==> config.mk <==
export PLATFORM = sky130hd
export DESIGN_NAME = alu_exec_ctrl
export DESIGN_NICKNAME = d
export VERILOG_FILES = /design/src/rtl/alu_exec_ctrl.sv
export SDC_FILE = /design/constraint.sdc
export NUM_CORES = 1
export LEC_CHECK = 0
export CELL_PAD_IN_SITES_DETAIL_PLACEMENT = 1
export CELL_PAD_IN_SITES_GLOBAL_PLACEMENT = 1
export CORE_MARGIN = 2
export CORE_UTILIZATION = 33
export CTS_BUF_LIST = sky130_fd_sc_hd__clkbuf_2
export CTS_CLUSTER_DIAMETER = 40
export DETAILED_ROUTE_END_ITERATION = 7
export GPL_ROUTABILITY_DRIVEN = 0
export MAX_ROUTING_LAYER = met4
export PLACE_DENSITY = 0.95
export SYNTH_ARGS = -nofsm -noshare
export SYNTH_HDL_FRONTEND = slang
export SYNTH_SLANG_ARGS = --single-unit
==> constraint.sdc <==
create_clock -name clk -period 2.9 [get_ports clk]
set_clock_uncertainty 0.1 [all_clocks]
set_input_delay 0.29 -clock clk [delete_from_list [all_inputs] [get_ports clk]]
set_output_delay 0.29 -clock clk [all_outputs]
set_load 0.005 [all_outputs]
==> src/rtl/alu_exec_ctrl.sv <==
// Four-state execute sequencer (IDLE/READ/EXEC/WB) that feeds the 16-bit ALU from a
// synchronous register file, writes the result back and keeps the masked PSR flags.
module alu_exec_ctrl #(
  parameter int DATA_W = 16,
  parameter int RA_W   = 4
) (
  input  logic              clk,
  input  logic              reset,
  input  logic              instr_valid,
  output logic              instr_ready,
  input  logic [4:0]        opcode,
  input  logic [RA_W-1:0]   rdest_idx,
  input  logic [RA_W-1:0]   rsrc_idx,
  input  logic              use_imm,
  input  logic [DATA_W-1:0] imm,
  output logic [RA_W-1:0]   rf_raddr_a,
  output logic [RA_W-1:0]   rf_raddr_b,
  input  logic [DATA_W-1:0] rf_rdata_a,
  input  logic [DATA_W-1:0] rf_rdata_b,
  output logic              rf_we,
  output logic [RA_W-1:0]   rf_waddr,
  output logic [DATA_W-1:0] rf_wdata,
  output logic [4:0]        alu_opcode,
  output logic [DATA_W-1:0] alu_rdest,
  output logic [DATA_W-1:0] alu_rsrc,
  input  logic [DATA_W-1:0] alu_out,
  input  logic [4:0]        alu_flags,
  output logic [4:0]        psr,
  input  logic              psr_clr,
  output logic              done,
  output logic              err,
  output logic              busy
);
  typedef enum logic [1:0] {S_IDLE, S_READ, S_EXEC, S_WB} state_t;

  localparam logic [4:0] OP_ADD  = 5'd0;
  localparam logic [4:0] OP_SUB  = 5'd1;
  localparam logic [4:0] OP_CMP  = 5'd2;
  localparam logic [4:0] OP_LAST = 5'd9;
  // PSR bit order: [0]C [1]L [2]F [3]Z [4]N
  localparam logic [4:0] MASK_ARITH = 5'b00101;
  localparam logic [4:0] MASK_CMP   = 5'b11010;

  state_t              r_state, w_next;
  logic [4:0]          r_op;
  logic [RA_W-1:0]     r_rd, r_rs;
  logic                r_use_imm;
  logic [DATA_W-1:0]   r_imm, r_res;
  logic [4:0]          r_flg, r_psr;
  logic                w_accept, w_legal;
  logic [4:0]          w_mask;

  assign w_accept = instr_valid && (r_state == S_IDLE);
  assign w_legal  = (r_op <= OP_LAST);
  assign psr      = r_psr;

  always_comb begin
    w_mask = 5'b0;
    if (w_legal) begin
      if (r_op == OP_ADD || r_op == OP_SUB) w_mask = MASK_ARITH;
      else if (r_op == OP_CMP)              w_mask = MASK_CMP;
    end
  end

  always_ff @(posedge clk or posedge reset) begin
    if (reset) r_state <= S_IDLE;
    else       r_state <= w_next;
  end

  always_ff @(posedge clk or posedge reset) begin
    if (reset) begin
      r_op      <= '0;
      r_rd      <= '0;
      r_rs      <= '0;
      r_use_imm <= 1'b0;
      r_imm     <= '0;
      r_res     <= '0;
      r_flg     <= '0;
    end else begin
      if (w_accept) begin
        r_op      <= opcode;
        r_rd      <= rdest_idx;
        r_rs      <= rsrc_idx;
        r_use_imm <= use_imm;
        r_imm     <= imm;
      end
      if (r_state == S_EXEC) begin
        r_res <= alu_out;
        r_flg <= alu_flags;
      end
    end
  end

  // Only masked bits are loaded, so unused (possibly undefined) ALU flags never reach psr.
  always_ff @(posedge clk or posedge reset) begin
    if (reset)                  r_psr <= '0;
    else if (psr_clr)           r_psr <= '0;
    else if (r_state == S_WB)   r_psr <= (r_psr & ~w_mask) | (r_flg & w_mask);
  end

  always_comb begin
    w_next      = r_state;
    instr_ready = 1'b0;
    busy        = 1'b1;
    rf_raddr_a  = '0;
    rf_raddr_b  = '0;
    rf_we       = 1'b0;
    rf_waddr    = '0;
    rf_wdata    = '0;
    alu_opcode  = '0;
    alu_rdest   = '0;
    alu_rsrc    = '0;
    done        = 1'b0;
    err         = 1'b0;
    case (r_state)
      S_IDLE: begin
        instr_ready = 1'b1;
        busy        = 1'b0;
        if (instr_valid) w_next = S_READ;
      end
      S_READ: begin
        rf_raddr_a = r_rd;
        rf_raddr_b = r_rs;
        w_next     = S_EXEC;
      end
      S_EXEC: begin
        rf_raddr_a = r_rd;
        rf_raddr_b = r_rs;
        alu_opcode = r_op;
        alu_rdest  = rf_rdata_a;
        alu_rsrc   = r_use_imm ? r_imm : rf_rdata_b;
        w_next     = S_WB;
      end
      S_WB: begin
        done     = 1'b1;
        err      = !w_legal;
        rf_we    = w_legal && (r_op != OP_CMP);
        rf_waddr = r_rd;
        rf_wdata = r_res;
        w_next   = S_IDLE;
      end
      default: w_next = S_IDLE;
    endcase
  end
endmodule
---- Word-level counts from Yosys, hierarchy flattened ----
Cells that the tools add are included.
storage, ports and cells
  output and inout bits ................... 75
  register bits after elaboration ......... 58
  input port bits ......................... 87
  word-level logic and storage cells ...... 49
cells by class
  reductions and logical operators ........ 8
  multiplexer cells ....................... 20
  order comparisons ....................... 1
  equality and inequality tests ........... 7
  bitwise gates (word level) .............. 4
operators with widths
  cell                count
  $mux 16             4
  $mux 5              6
  $mux 4              3
  $and 5x5->5         2
  $pmux 2 s4          1
  $eq 5x1->1 const B  1
  $eq 5x2->1 const B  1
  $le 5x4->1 const B  1
  $logic_not 5->1     1
  $mux 1              5
  $ne 5x2->1 const B  1
  $not 5->5           1
  $or 5x5->5          1
  $eq 2x2->1 const B  2
  $eq 2x1->1 const B  1
  $logic_and 1x1->1   2
  $logic_not 2->1     1
  $mux 2              1
  $ne 2x2->1 const B  1
  $reduce_bool 2->1   1
  $reduce_or 2->1     1
  $logic_not 1->1     1
  $logic_or 1x1->1    1

---- Longest topological paths before layout ----
  depth after elaboration ................. 9
  mapped depth ............................ 5
  mapped depth without buffers ............ 5

---- Least setup slack after synthesis ----
Ideal clock, no wire load.
  kind .................................... register -> output
  from .................................... reg r_state[0]
  to ...................................... out alu_opcode[0]
  stages on the path, launching flop included .. 6
  setup slack ............................. 1.355 ns
  data required time ...................... 2.510 ns
  buffers on the path ..................... 2
  arrival time ............................ 1.155 ns
  cell sequence ........................... dfrtp_1 > inv_1 > ha_1 > buf_2 > buf_2 > and2_1
between the ends
  word-level cells in the longest chain between the ends .. 2
ends and longest elaborated chain
  element                 RTL line  text
  start, declared         44        state_t r_state, w_next;
  start signal, assigned  67        else r_state <= w_next;
  $eq 2x2->1              115       case (r_state)
  $mux 5                  115
  end, declared           23        output logic [4:0] alu_opcode,
Every way passes these cells.

---- Final worst setup path ----
  from .................................... reg r_state[1]
  to ...................................... out rf_waddr[0]
between the ends
  word-level cells in the longest chain between the ends .. 2
ends and longest elaborated chain
  element        RTL line  text
  $eq 2x2->1     115
  $mux 4         115
  end, declared  21        output logic [RA_W-1:0] rf_waddr,
Every way passes these cells.

==> flow_summary.yaml <==
critical_path:
  path_class: "flip-flop to primary output"
  cpPeakStageDelay_ps: 520
  critPathLaunchType: "flip-flop"
  cp_slowest_cell: "sky130_fd_sc_hd__clkdlybuf4s50_1"
  critPathMaxFanout: 19
  critPathBufInv: 2
  crit_arrival_ps: 2190
  crit_family: "buffers and inverters"
  timing.critical_path.cells: "ha_1 > buf_4 > and2_1 > clkdlybuf4s50_1"
  timing.critical_path.to_type: "primary output"
  worstPathRequired_ps: 2510
routing:
  drc: 0
  drt_pass1_iterations: 3
  avgViaCountPerCell: 4.65
  wl_mm: 8.76
  routedWlPerCell_um: 16.9
  drt-initial-drc-count: 21
  final_antenna_net_count: 0
  vias: 2406
layout:
  layout-drive-gt1-share: 0.180
  nets: 492
  antenna_cells: 0
  commonest_cells_after_routing_fill_and_taps_aside: "sky130_fd_sc_hd__clkdlybuf4s50_1, sky130_fd_sc_hd__dfrtp_1, sky130_fd_sc_hd__and2_1"
  nFillCells: 983
  finish.utilization: 0.532
  mostFrequentLayoutCell: "sky130_fd_sc_hd__clkdlybuf4s50_1"
  layout-area-overhead-vs-synth_pct: 57.4
synthesis:
  post_synth_num_cell_types: 24
  netlist.top_cell.by_area: "sky130_fd_sc_hd__dfrtp_1"
  synthesis.nets: 329
  post_synth_main_area_contributors: "sky130_fd_sc_hd__dfrtp_1, sky130_fd_sc_hd__mux2_4, sky130_fd_sc_hd__and2_1, sky130_fd_sc_hd__mux2_2, sky130_fd_sc_hd__mux2i_1"
  flop_and_latch_count_out_of_synthesis: 58
  postSynthAreaPerCell_um2: 12.9
  yosysWarningCount: 0
  yosysSeqAreaShare: 0.469
  synth_top_area_share: 0.469
  syn-cell-area_um2: 3090
  postSynthCellCount: 239
power_and_ir_drop:
  power.share.switching: 0.319
  net-switching-power_mw: 1.42
  power_frac_seq: 0.328
  static-leakage-power_nw: 2.11
  comb_power_share: 0.566
  internal_power_mw: 3.02
  share_clk_of_total_power: 0.105
  worst_ir_drop_vdd_mv: 0.432
  p_per_area_nw_per_um2: 911
sta:
  timing.final.max_slew_violations: 0
  tns_ps: 0
  timing.final.ws_setup_ps: 320
  maxSlewHeadroom: 0.507
  max_freq_mhz: 388
  final.min_clock_period_ps: 2580
  min_period_over_period: 0.890
  tightestPinTransition_ps: 740
  grt_setup_unrepaired: "no"
  final_hold_violations: 0
  final_setup_violation_count: 0
clock_tree:
  cts_tree: "built"
  clkLatencyLatePin_ps: 430
  clkSinkCount: 58
  cts-buffers-inserted: 9
  clk_path_buf_depth: 2
  cts_setup_buffers: 0
  cts.htree.levels: 3
  clockRootBuffer: "sky130_fd_sc_hd__clkbuf_2"
  clk_pin_slew_worst_paths_ps: 170
placement:
  io_buf_count: 161
  dp_worst_setup_slack_ps: 571
  detailedPlacementHpwl_mm: 6.78
worst_hold_path:
  hold_removal_path_class: "input pin to asynchronous set/reset pin"
grt:
  largest_net_degree_at_the_start_of_global_routing: 59
  initial_antenna_violation_count: 0
  grt_first_pass_wirelength_mm: 13.9
  groute.usage.overall: 0.180
  grt_pass1_vias: 2806
  global_route.overflow_total: 0
floorplanning:
  rows: 35
  initial_utilization: 0.338
  dieHeight_um: 101
  die_area_um2: 10200
  core_area_um2: 9150
  io_pins: 162
  die_x_um: 101
outcome:
  status: "finished clean"
flow_run:
  max-cap-violations: 0
==> routing by layer <==
layer  vias to the layer above  part of all wire  track usage
li1                       1121                 -            -
met1                      1177              0.40        0.211
met2                        98              0.54        0.318
met3                        10             0.049       0.0264
met4                         0            0.0087       0.0527
met5                         -                 0            -
==> cells in the mapped netlist (all sizes together) <==
cell and count:
dfrtp 58, mux2 51, and2 49, mux2i 21, nor2b 16, nand2b 11, buf 9, clkbuf 4
inv 4, nor2 4, ha 3, o21a 2, a21oi 1, and4bb 1, nand2 1, nor4 1
o21ai 1, o22a 1, o31ai 1
==> final timing paths <==
kind / start / end / slack (ps) / depth (start not counted)
min: reset / r_res[2] / 270 / 3
max: r_state[1] / rf_waddr[0] / 320 / 4
max in group asynchronous: reset / r_imm[8] / 1930 / 3
max reg2reg: r_state[0] / r_res[6] / 990 / 4
min in group clk: imm[0] / r_imm[0] / 350 / 2
min reg2reg: r_rs[3] / r_rs[3] / 420 / 1
==> worst min-delay path, stage by stage <==
cell                              delay [ps]
sky130_fd_sc_hd__clkdlybuf4s50_1         410
sky130_fd_sc_hd__inv_2                    50
sky130_fd_sc_hd__buf_4                   580
==> power by group through the flow <==
stage	logic (mW)	clock network, mW	registers (mW)
final	2.51	0.467	1.46
after global routing	2.73	0.522	1.52
after CTS	2.55	0.493	1.46
after detailed placement	2.54	0	1.47
after global placement	2.44	0	1.44
after floorplan	1.49	0	1.37
==> registers in the layout, indices dropped and copies added (netlist names), 2 cells and up <==
name     cells
r_imm       16
r_res       16
psr          5
r_flg        5
r_op         5
r_rd         4
r_rs         4
r_state      2
==> area by class of cell <==
| type | count | area, um^2 | share of cell area |
|---|---|---|---|
| repair buffers | 165 | 1640 | 0.337 |
| multi-input cells | 164 | 1530 | 0.313 |
| flip-flops and latches | 58 | 1450 | 0.298 |
| well taps | 111 | 139 | 0.0285 |
| clock buffers | 10 | 50.0 | 0.0103 |
| clock inverters | 5 | 46.3 | 0.00951 |
| inverters | 4 | 15.0 | 0.00308 |
==> kinds of logic after synthesis <==
logic type      after synthesis  synth area share
simple gates                 83             0.174
mux                          72             0.290
flops                        58             0.469
buf+inv                      17            0.0416
compound gates                6            0.0133
fa+ha+maj                     3            0.0121
==> metrics by stage <==
stage                     std cells  cell area [um^2]  hold slack [ps]  power [mW]
after floorplan                 239              3090              276        2.86
after global placement          502              4760              382        3.88
after detailed placement        502              4760              392        4.01
after CTS                       517              4860              261        4.50
after global routing            517              4870              283        4.77
final                           517              4870              268        4.44
==> what timing repair did <==
action | 4_1_cts | 5_1_grt
hold buffers | 0 | 0
setup endpoints to repair | 0 | 31
gates resized for setup | 0 | 1
Power figures use the tool's default switching activity.
